===== config.mk =====
export PLATFORM = sky130hd
export DESIGN_NAME = ram_arbiter
export DESIGN_NICKNAME = d
export VERILOG_FILES = /design/src/rtl/ram_arbiter.sv
export SDC_FILE = /design/constraint.sdc
export NUM_CORES = 1
export LEC_CHECK = 0
export BUFFER_PORTS_ARGS = -buffer_cell sky130_fd_sc_hd__buf_2
export CORE_MARGIN = 2
export CORE_UTILIZATION = 55
export CTS_BUF_LIST = sky130_fd_sc_hd__clkbuf_8
export CTS_CLUSTER_SIZE = 8
export DETAILED_ROUTE_END_ITERATION = 12
export PLACE_DENSITY = 0.88
export REMOVE_ABC_BUFFERS = 1
export SETUP_SLACK_MARGIN = 0.4
export SYNTH_ARGS = -nofsm -noshare
export SYNTH_HDL_FRONTEND = slang
export SYNTH_SLANG_ARGS = --single-unit

===== constraint.sdc =====
create_clock -name clk -period 5.02 [get_ports clk]
set_input_delay 1.255 -clock clk [delete_from_list [all_inputs] [get_ports clk]]
set_output_delay 1.255 -clock clk [all_outputs]
set_load 0.01 [all_outputs]

===== src/rtl/ram_arbiter.sv =====
// ram_arbiter: two-port round-robin arbiter and sequencer for a single-port RAM.
// Port 0 is instruction fetch, port 1 is data/loader. A clear engine zero-fills
// the whole RAM after reset (optionally) and on clear_start, so the RAM itself
// needs no bulk reset.
//
// state | meaning
// CLEAR | clear engine writing zeros to every address, busy high
// IDLE  | waiting for clear_start or a port request
// ISSUE | RAM performs the granted access at the end of this cycle
// RESP  | read data from the RAM is captured and returned to the port
module ram_arbiter #(
  parameter int ADDR_W         = 8,
  parameter int DATA_W         = 8,
  parameter bit CLEAR_ON_RESET = 1'b1
) (
  input  logic              clk,
  input  logic              rst,
  input  logic              req0,
  input  logic              req1,
  input  logic              we0,
  input  logic              we1,
  input  logic [ADDR_W-1:0] addr0,
  input  logic [ADDR_W-1:0] addr1,
  input  logic [DATA_W-1:0] wdata0,
  input  logic [DATA_W-1:0] wdata1,
  output logic              gnt0,
  output logic              gnt1,
  output logic              rvalid0,
  output logic              rvalid1,
  output logic [DATA_W-1:0] rdata,
  input  logic              clear_start,
  output logic              busy,
  output logic              ram_read,
  output logic              ram_write,
  output logic [ADDR_W-1:0] ram_addr,
  output logic [DATA_W-1:0] ram_wdata,
  input  logic [DATA_W-1:0] ram_rdata
);

  typedef enum logic [1:0] {
    S_CLEAR = 2'd0,
    S_IDLE  = 2'd1,
    S_ISSUE = 2'd2,
    S_RESP  = 2'd3
  } state_t;

  // Clear counter is one bit wider than the address so reaching DEPTH is
  // detected directly instead of wrapping back to address 0.
  localparam logic [ADDR_W:0] CLR_END = {1'b1, {ADDR_W{1'b0}}};
  localparam logic [ADDR_W:0] CLR_ONE = {{ADDR_W{1'b0}}, 1'b1};

  state_t            state, state_nxt;
  logic [ADDR_W:0]   clr_cnt, clr_cnt_nxt;
  logic              last_port, last_port_nxt;   // port granted most recently
  logic              cur_port, cur_port_nxt;     // port owning the access in flight
  logic              cur_rd, cur_rd_nxt;         // access in flight is a read

  logic              gnt0_nxt, gnt1_nxt, rvalid0_nxt, rvalid1_nxt;
  logic              busy_nxt, ram_read_nxt, ram_write_nxt;
  logic [ADDR_W-1:0] ram_addr_nxt;
  logic [DATA_W-1:0] ram_wdata_nxt, rdata_nxt;

  logic              any_req, sel_port, sel_we;

  // On a conflict the port not granted last wins; otherwise the lone requester.
  assign any_req  = req0 | req1;
  assign sel_port = (req0 & req1) ? ~last_port : req1;
  assign sel_we   = sel_port ? we1 : we0;

  // State register with asynchronous reset into CLEAR or IDLE.
  always_ff @(posedge clk or posedge rst) begin
    if (rst) begin
      if (CLEAR_ON_RESET) state <= S_CLEAR;
      else                state <= S_IDLE;
    end else begin
      state <= state_nxt;
    end
  end

  // Next-state decode; clear_start beats any request in IDLE.
  always_comb begin
    state_nxt = state;
    case (state)
      S_CLEAR: if (clr_cnt == CLR_END) state_nxt = S_IDLE;
      S_IDLE: begin
        if (clear_start)  state_nxt = S_CLEAR;
        else if (any_req) state_nxt = S_ISSUE;
      end
      S_ISSUE: state_nxt = S_RESP;
      S_RESP:  state_nxt = S_IDLE;
      default: state_nxt = S_IDLE;
    endcase
  end

  // Next values of all registered outputs and bookkeeping for the current state.
  always_comb begin
    gnt0_nxt      = 1'b0;
    gnt1_nxt      = 1'b0;
    rvalid0_nxt   = 1'b0;
    rvalid1_nxt   = 1'b0;
    busy_nxt      = 1'b0;
    ram_read_nxt  = 1'b0;
    ram_write_nxt = 1'b0;
    ram_addr_nxt  = ram_addr;
    ram_wdata_nxt = ram_wdata;
    rdata_nxt     = rdata;
    clr_cnt_nxt   = clr_cnt;
    last_port_nxt = last_port;
    cur_port_nxt  = cur_port;
    cur_rd_nxt    = cur_rd;
    case (state)
      S_CLEAR: begin
        if (clr_cnt != CLR_END) begin
          busy_nxt      = 1'b1;
          ram_write_nxt = 1'b1;
          ram_addr_nxt  = clr_cnt[ADDR_W-1:0];
          ram_wdata_nxt = '0;
          clr_cnt_nxt   = clr_cnt + CLR_ONE;
        end else begin
          clr_cnt_nxt   = '0;
        end
      end
      S_IDLE: begin
        if (clear_start) begin
          // Address 0 is written on the entry edge so busy spans exactly DEPTH cycles.
          busy_nxt      = 1'b1;
          ram_write_nxt = 1'b1;
          ram_addr_nxt  = '0;
          ram_wdata_nxt = '0;
          clr_cnt_nxt   = CLR_ONE;
        end else if (any_req) begin
          gnt0_nxt      = ~sel_port;
          gnt1_nxt      = sel_port;
          ram_addr_nxt  = sel_port ? addr1 : addr0;
          ram_wdata_nxt = sel_port ? wdata1 : wdata0;
          ram_read_nxt  = ~sel_we;
          ram_write_nxt = sel_we;
          last_port_nxt = sel_port;
          cur_port_nxt  = sel_port;
          cur_rd_nxt    = ~sel_we;
        end
      end
      S_ISSUE: begin
      end
      S_RESP: begin
        if (cur_rd) begin
          rdata_nxt   = ram_rdata;
          rvalid0_nxt = ~cur_port;
          rvalid1_nxt = cur_port;
        end
      end
      default: begin
      end
    endcase
  end

  // Output and bookkeeping registers; reset drops any access or clear in flight.
  always_ff @(posedge clk or posedge rst) begin
    if (rst) begin
      gnt0      <= 1'b0;
      gnt1      <= 1'b0;
      rvalid0   <= 1'b0;
      rvalid1   <= 1'b0;
      busy      <= 1'b0;
      ram_read  <= 1'b0;
      ram_write <= 1'b0;
      ram_addr  <= '0;
      ram_wdata <= '0;
      rdata     <= '0;
      clr_cnt   <= '0;
      last_port <= 1'b1;
      cur_port  <= 1'b0;
      cur_rd    <= 1'b0;
    end else begin
      gnt0      <= gnt0_nxt;
      gnt1      <= gnt1_nxt;
      rvalid0   <= rvalid0_nxt;
      rvalid1   <= rvalid1_nxt;
      busy      <= busy_nxt;
      ram_read  <= ram_read_nxt;
      ram_write <= ram_write_nxt;
      ram_addr  <= ram_addr_nxt;
      ram_wdata <= ram_wdata_nxt;
      rdata     <= rdata_nxt;
      clr_cnt   <= clr_cnt_nxt;
      last_port <= last_port_nxt;
      cur_port  <= cur_port_nxt;
      cur_rd    <= cur_rd_nxt;
    end
  end

endmodule


==> Word level (Yosys, flattened, before mapping) <==
Index checks and enable logic that the tools add are counted.
{ "totals": {"out_inout_bits": 31, "input_bits": 47, "register_bits": 45} }
{ "op_classes": {"n_bitwise": 7, "n_eq_ne": 9, "muxes": 38, "n_addsub": 1, "n_reduce_logical": 7} }
{ "ops": {"columns": ["operator", "count"], "rows": [
  ["8-bit two-way mux", 8],
  ["8-bit case mux with 2 select lines", 2],
  ["1-bit two-way mux", 19],
  ["9-bit two-way mux", 2],
  ["9-bit case mux with 2 select lines", 1],
  ["9-bit by 1-bit adder with 9-bit output, second input constant", 1],
  ["9-bit equality test, second input constant", 1],
  ["9-bit != test, second input constant", 1],
  ["2-bit case mux with 4 select lines", 1],
  ["2-bit two-way mux", 3],
  ["2-bit != test, second input constant", 3],
  ["2-bit AND reduction", 3],
  ["3-bit AND reduction", 2],
  ["1-bit inverter", 5],
  ["2-bit equality test, second input constant", 2],
  ["1-bit case mux with 2 select lines", 2],
  ["3-bit != test, second input constant", 1],
  ["2-bit by 1-bit equality test with 1-bit output, second input constant", 1],
  ["2-bit zero test", 1],
  ["2-bit nonzero test", 1],
  ["1-bit AND", 1],
  ["1-bit bitwise OR", 1]
]} }

==> Longest topological paths before layout <==
Gate-level depths: netlist (run 1).
{ "depth": {"word_depth": 7, "mapped_depth": 8} }

==> Least setup slack after synthesis (run 1) <==
Ideal clock, no wire load.
{ "synth_timing": {"path_type": "input port to flip-flop", "start": "in clear_start", "end": "reg ram_addr[2]", "path_buffers": 1, "setup_time_ps": 121, "path_slack_ps": 2365, "cell_stages": 5, "arrival_ps": 2533, "path_cell_list": "or4b_2 -> o31ai_4 -> nor2b_2 -> buf_6 -> o22a_1"} }
{ "synth_between": {"elab_chain_len": 2, "elab_cells_between_ends": 4, "cone_classes": "eq/ne: 1; mux: 2; reduce/logical: 1"} }
{ "synth_lines": {"columns": ["element", "line", "rtl"], "rows": [
  ["start: declaration", "31", "input logic clear_start,"],
  ["3-bit != test (no source line) / 8-bit two-way mux (equally long branches)", null, null],
  ["3-bit AND reduction (no source line) / 8-bit case mux with 2 select lines (equally long branches)", null, null],
  ["end signal: assignment", "182", "ram_addr <= ram_addr_nxt;"],
  ["end: declaration", "35", "output logic [ADDR_W-1:0] ram_addr,"]
]} }
Several ways; a longest one is shown, not always the timed one.
A chain may end at the register's enable or synchronous reset.

==> Worst setup path after layout (run 1) <==
{ "layout_timing": {"start": "in clear_start", "end": "reg ram_addr[5]"} }
Same word-level chain as after synthesis.

==> results of run 1 <==
flip-flops by register name, indices dropped and copies added (netlist names), 2 cells and up:
register / flops
ram_addr: 8
ram_wdata: 8
state: 2
rdata: 8
clr_cnt: 9
worst max-delay path by stage:
| stage | slack [ns] | depth (start not counted) | endpoint |
|---|---|---|---|
| 2_1_floorplan | 2.42 | 4 | ram_addr[2] |
| 3_3_place_gp | 2.20 | 5 | ram_addr[6] |
| 3_5_place_dp | 2.17 | 5 | ram_addr[5] |
| 4_1_cts | 2.49 | 5 | ram_addr[5] |
| 5_1_grt | 2.41 | 6 | ram_addr[5] |
| 6_report | 2.49 | 5 | ram_addr[5] |
stage by stage:
step | hold slack (ns) | util (%)
2_1_floorplan | 0.4192 | -
3_3_place_gp | 0.4525 | 66.73
3_5_place_dp | 0.4424 | 66.73
4_1_cts | 0.4555 | 69.75
5_1_grt | 0.4840 | 69.75
6_report | 0.4583 | 69.75
power breakdown:
part	switching, uW	leakage (uW)	internal, uW
combinational	370	0.000813	292
clock	125	0.0000574	162
sequential	82.6	0.000573	500
total	577	0.00144	954
cells by family after synthesis:
family | count (synthesis) | share of synthesized area [%]
compound gates | 46 | 15.98
xor+xnor | 5 | 1.955
fa+ha+maj | 7 | 3.910
buf+inv | 14 | 3.017
flops | 45 | 50.34
mux | 25 | 11.68
simple gates | 59 | 13.13
per-layer routing:
| layer | up-vias | GRT usage (%) |
|---|---|---|
| met3 | 7 | 4.276 |
| met5 | - | 0 |
| met1 | 906 | 26.93 |
| met4 | 0 | 6.750 |
| met2 | 56 | 42.03 |
| li1 | 874 | - |
critical path: cells and delay by family:
kind / cells / cell delay, ns
buf+inv: 1 / 0.13
simple gates: 2 / 0.94
compound gates: 2 / 0.39
synth_stat cells, drive strengths merged:
master   count
a211oi       1
a21bo        1
a21boi       2
a21o         2
a21oi        7
a31o         1
a31oi        1
and2         1
and3         3
buf          5
clkbuf       3
clkinv       1
dfrtp       44
dfstp        1
ha           7
inv          5
mux2         9
mux2i       16
nand2       22
nand2b       3
nand3        1
nand4        4
nand4b       1
nand4bb      1
nor2        15
nor2b        2
o21ai        7
o22a         6
o22ai        6
o311ai       1
o31ai        9
o32a         2
or2          2
or3          2
or4          1
or4b         1
xor2         5
layout make-up:
| cell class | instances | share of cell area, % |
|---|---|---|
| Inverter | 6 | 0.8130 |
| Multi-Input combinational cell | 142 | 37.71 |
| Sequential cell | 45 | 40.70 |
| Clock inverter | 2 | 1.355 |
| Timing Repair Buffer | 78 | 14.18 |
| Clock buffer | 6 | 2.981 |
| Tap cell | 50 | 2.258 |
==> flow_summary.toml, run 1 <==
[run_status]
outcome = "finished clean"

[placement]
dp.cells = 321
place.gp.congestion = 0.8539
post-place-ws_ns = 2.174
io_buffers = 77
postPlaceCellArea_mm2 = 0.002650
hpwl_um = 3632

[floorplan]
die-area_mm2 = 0.004598
core_area_mm2 = 0.003971
initial_core_util_pct = 56.40
die_w_um = 67.81
row_count = 23
num_io_pins = 78
die_h_um = 67.81

[drt]
drcViolationCount = 0
topRoutingLayerUsed = "met4"
routed-wl-met2_um = 2561
route.layer.met1.wl_um = 2008
drtPass1Iterations = 4
drt-initial-drc-count = 67
avgViaCountPerCell = 5.602
wirelength_um = 4911
ant_nets = 0
wl_per_cell_um = 14.93
dr_wl_met3_um = 277
via_count = 1843

[pwr]
p_leak_uw = 0.001443
power.density_mw_per_mm2 = 552.6
vdd_drop_max_mv = 0.2350
total_power_uw = 1531

[layout]
nFillCells = 297
final_area_mm2 = 0.002770
final-seq-area_mm2 = 0.001127
stdcell_count = 329
syn_to_final_growth_pct = 23.69
multi_input_area_mm2 = 0.001045
final_nets = 332
mostFrequentLayoutCells = "buf_2, dfrtp_1, nand2_1"
diodes = 0
final_common_cell = "buf_2"
final_layout_size_suffix_gt1_share_pct = 37.99

[flow_run]
maxCapViolations = 0

[grt]
grt_max_degree = 40
antenna_found_initial = 0
grt_usage_pct = 22.80
grt_remaining_overflow = 0
grt_pass1_vias = 1721
grt_pass1_wl_um = 7831

[setup_path]
reg2reg_slack_ns = 2.57
crit_required_ns = 5.21
worstPathArrival_ns = 2.72
reg2reg_from = "state[1]"
r2r_cells = 6
path_class = "in2reg"
r2r_end = "ram_addr[5]"
cpPeakStageDelay_ns = 0.77
end_kind = "flip-flop"
startpoint = "clear_start"
crit_path_start_kind = "primary input"
critPathSlowestCell = "or4b_2"
crit_path_max_fanout = 9
path_cells = "buf_2 -> or4b_2 -> o31ai_4 -> nor2b_2 -> o22a_1"

[synthesis]
synth_area_leaders = "dfrtp_1, mux2i_1, mux2_2"
ys_ff_latch = 45
yosysWarnings = 0
avgSynthCellArea_um2 = 11.14
syn_area_mm2 = 0.002240
ys_seq_area_share_pct = 50.34
yosys.area.top_type_share_pct = 49.16
synth_cells = 201
yosysUniqueCellTypes = 44
yosys.area.top_type = "dfrtp_1"

[timing]
rsz0062_at_grt = "false"
slew_headroom_pct = 54.43
period_share_pct = 50.40
fin_ws_ns = 2.490
final-setup-viol-count = 0
drv_slew = 0
fin_crit_ns = 2.530
fmax_ghz = 0.3952
tightest_slew_ns = 0.6836
fin_tns_setup_ns = 0
fin_skew_ns = 0.008187
hold_viol = 0

[clock_tree]
clock_path_buffers = 2
cts.sinks = 45
numCtsBuffers = 5
cts-resized-gates = 0
post-cts-setup-buffer-count = 0
cts_tree = "built"
h-tree-depth = 2
worstSkewPairLatency_ns = 0.30
clk_root_buffer_cell = "clkbuf_8"
cts_hold_buf = 0
clk_pin_slew_ns = 0.08

[min_path]
min_to = "rvalid0"
hold_depth = 1
hp-class = "reg2reg"
worstHoldStart = "cur_port"
Note: power is estimated with default switching activity, not from simulation.
==> run 2: changes to the inputs <==
--- a/config.mk
+++ b/config.mk
@@ -5,13 +5,14 @@
 export SDC_FILE = /design/constraint.sdc
 export NUM_CORES = 1
 export LEC_CHECK = 0
+export ABC_AREA = 1
 export BUFFER_PORTS_ARGS = -buffer_cell sky130_fd_sc_hd__buf_2
 export CORE_MARGIN = 2
-export CORE_UTILIZATION = 55
+export CORE_UTILIZATION = 47
 export CTS_BUF_LIST = sky130_fd_sc_hd__clkbuf_8
 export CTS_CLUSTER_SIZE = 8
 export DETAILED_ROUTE_END_ITERATION = 12
-export PLACE_DENSITY = 0.88
+export PLACE_DENSITY = 0.79
 export REMOVE_ABC_BUFFERS = 1
 export SETUP_SLACK_MARGIN = 0.4
 export SYNTH_ARGS = -nofsm -noshare
==> constraint.sdc (replaced) <==
create_clock -name clk -period 2.1 [get_ports clk]
set_input_delay 0.525 -clock clk [delete_from_list [all_inputs] [get_ports clk]]
set_output_delay 0.525 -clock clk [all_outputs]
set_load 0.01 [all_outputs]
==> run 2 against run 1 <==
Compared with the run above:
- register-to-register slack lost 2.1 ns
- largest power group is now registers
- clock power grew 110%
- highest routed layer unchanged
- combinational power is 83% lower
- clock skew shrank 0.0014 ns
==> flow_summary.toml, run 2 <==
[placement]
place.gp.congestion = 0.9135
post-place-ws_ns = 0.3125
hpwl_um = 4265
io_buffers = 77

[floorplan]
core_area_mm2 = 0.005010
die-area_mm2 = 0.005708
die_w_um = 75.55
row_count = 26
initial_core_util_pct = 48.03
die_h_um = 75.55
num_io_pins = 78

[synthesis]
syn_area_mm2 = 0.002406
yosys.area.top_type_share_pct = 45.76
yosys.area.top_type = "dfrtp_1"
async_flop_share_pct = 100.0
synth-edff-count = 0
synth_commonest_cells = "nand2_1, dfrtp_1, nand3_1, inv_1, nor2_1"
synth_cells = 303
yosysUniqueCellTypes = 27
avgSynthCellArea_um2 = 7.941
ys_ff_latch = 45
dominantRegCellSynth = "dfrtp_1"
ys_seq_area_share_pct = 46.85
yosysMostFrequentCell = "nand2_1"
yosysWarnings = 0
synth_area_leaders = "dfrtp_1, nand2_1, nand3_1"

[drt]
avgViaCountPerCell = 5.002
wirelength_um = 5803
wl_per_cell_um = 12.67
drt-initial-drc-count = 156
drtPass1Iterations = 4
ant_nets = 0
drcViolationCount = 0
via_count = 2291

[min_path]
hp-class = "in2async"

[timing]
fin_crit_ns = 1.600
fin_skew_ns = 0.006791
drv_slew = 0
fin_tns_setup_ns = 0
rsz0062_at_grt = "true"
fmax_ghz = 0.6249
tightest_slew_ns = 0.4932
hold_slack_ns = 0.2353
fin_ws_ns = 0.4997
period_share_pct = 76.21
slew_headroom_pct = 67.07
final-setup-viol-count = 0
hold_viol = 0

[pwr]
switching_share_pct = 22.37
p_clk_share_pct = 37.3
p_int_uw = 1229
p_sw_uw = 354.0
power_frac_seq_pct = 55.5
p_leak_uw = 0.001708
combPwrFrac_pct = 7.2
vdd_drop_max_mv = 0.3385
power.density_mw_per_mm2 = 517.5

[clock_tree]
h-tree-depth = 2
cts.sinks = 45
clk_root_buffer_cell = "clkbuf_8"
clock_path_buffers = 2
numCtsBuffers = 5
cts_hold_buf = 0
worstSkewPairLatency_ns = 0.30
clk_pin_slew_ns = 0.08
cts_tree = "built"

[setup_path]
worst-path-buf-inv = 3
cp_top_family = "flip-flops"
crit_path_start_kind = "flip-flop"
crit_required_ns = 2.34
critPathSlowestCell = "dfrtp_1"
end_kind = "flip-flop"
cpPeakStageDelay_ns = 0.43
cp_common_cell = "nand2_1"
worstPathArrival_ns = 1.85
crit_path_max_fanout = 15
path_cells = "inv_2 -> ha_4 -> clkinv_4 -> nand2_1 -> nand2_2 -> o21ai_4 -> buf_4 -> nand3_1 -> nand2_1"
reg2reg_slack_ns = 0.50
path_class = "reg2reg"

[grt]
antenna_found_initial = 0
grt_usage_pct = 19.89
grt_pass1_vias = 1983
grt_remaining_overflow = 0
grt_max_degree = 24
grt_pass1_wl_um = 8542

[layout]
largest_register = "clr_cnt"
fin_util_pct = 61.04
diodes = 0
final_common_cell = "nand2_1"
mostFrequentLayoutCells = "nand2_1, buf_2, dfrtp_1"
final_layout_size_suffix_gt1_share_pct = 31.96
largest_reg_flops = 9
final_nets = 441
syn_to_final_growth_pct = 27.09

[flow_run]
maxCapViolations = 0

[run_status]
outcome = "finished clean"
[run 2: stage by stage]
step / power, uW / std cells / area [um2]
global route: 1642 / 458 / 3058
CTS: 1588 / 456 / 3008
floorplan: 940.6 / 295 / 2359
detailed placement: 1011 / 446 / 2874
finish: 1583 / 458 / 3058
global placement: 1008 / 446 / 2874
[run 2: cells by family (layout without fill, tap and decap cells)]
family / after synthesis / count (layout) / share of synthesized area (%)
compound gates: 11 / 11 / 2.912
xor+xnor: 2 / 2 / 0.7282
fa+ha+maj: 7 / 7 / 3.640
buf+inv: 37 / 121 / 6.500
flops: 45 / 45 / 46.85
mux: 8 / 8 / 3.744
simple gates: 193 / 194 / 35.62
[run 2: timing repair]
item	CTS	global route
endpoints found under the setup margin	21	20
pin swaps	1	1
gates cloned	0	1
resized for setup	2	12
buffers inserted	2	1
[run 2: worst paths after layout]
check,start,endpoint,cells past startpoint
max in group asynchronous,rst,last_port,3
max reg2reg,state[1],ram_wdata[3],9
min in group clk,ram_rdata[2],rdata[2],2
max,state[1],ram_wdata[3],9
min reg2reg,ram_wdata[4],ram_wdata[4],2
min,rst,rvalid0,2
[run 2: cell type report]
class / count / area [um2]
clock buffers: 7 / 96.34
clock inverters: 1 / 5.005
fillers: 468 / 1952
inverters: 29 / 116.4
multi-input cells: 222 / 1161
flip-flops and latches: 45 / 1129
well taps: 70 / 87.58
repair buffers: 84 / 462.9
[run 2: routing by layer]
| layer | vias up | global-route usage (%) | share of wire [%] |
|---|---|---|---|
| li1 | 1124 | - | - |
| met1 | 1070 | 23.94 | 44 |
| met2 | 86 | 34.88 | 49 |
| met3 | 11 | 4.101 | 5.7 |
| met4 | 0 | 7.797 | 2.1 |
| met5 | - | 0 | 0 |
[run 2: worst register-to-register path, stage by stage, from the launching register on]
cell and delay (ns):
dfrtp_1 0.43, inv_2 0.11, ha_4 0.17, clkinv_4 0.12
nand2_1 0.11, nand2_2 0.10, o21ai_4 0.16, buf_4 0.20
nand3_1 0.08, nand2_1 0.07
[run 2: power by group through the flow]
stage / logic, uW / registers, uW / clock network (uW)
final: 113 / 879 / 591
after global routing: 129 / 880 / 632
after CTS: 115 / 879 / 594
after detailed placement: 115 / 896 / 0
after global placement: 112 / 895 / 0
after floorplan: 40.6 / 900 / 0
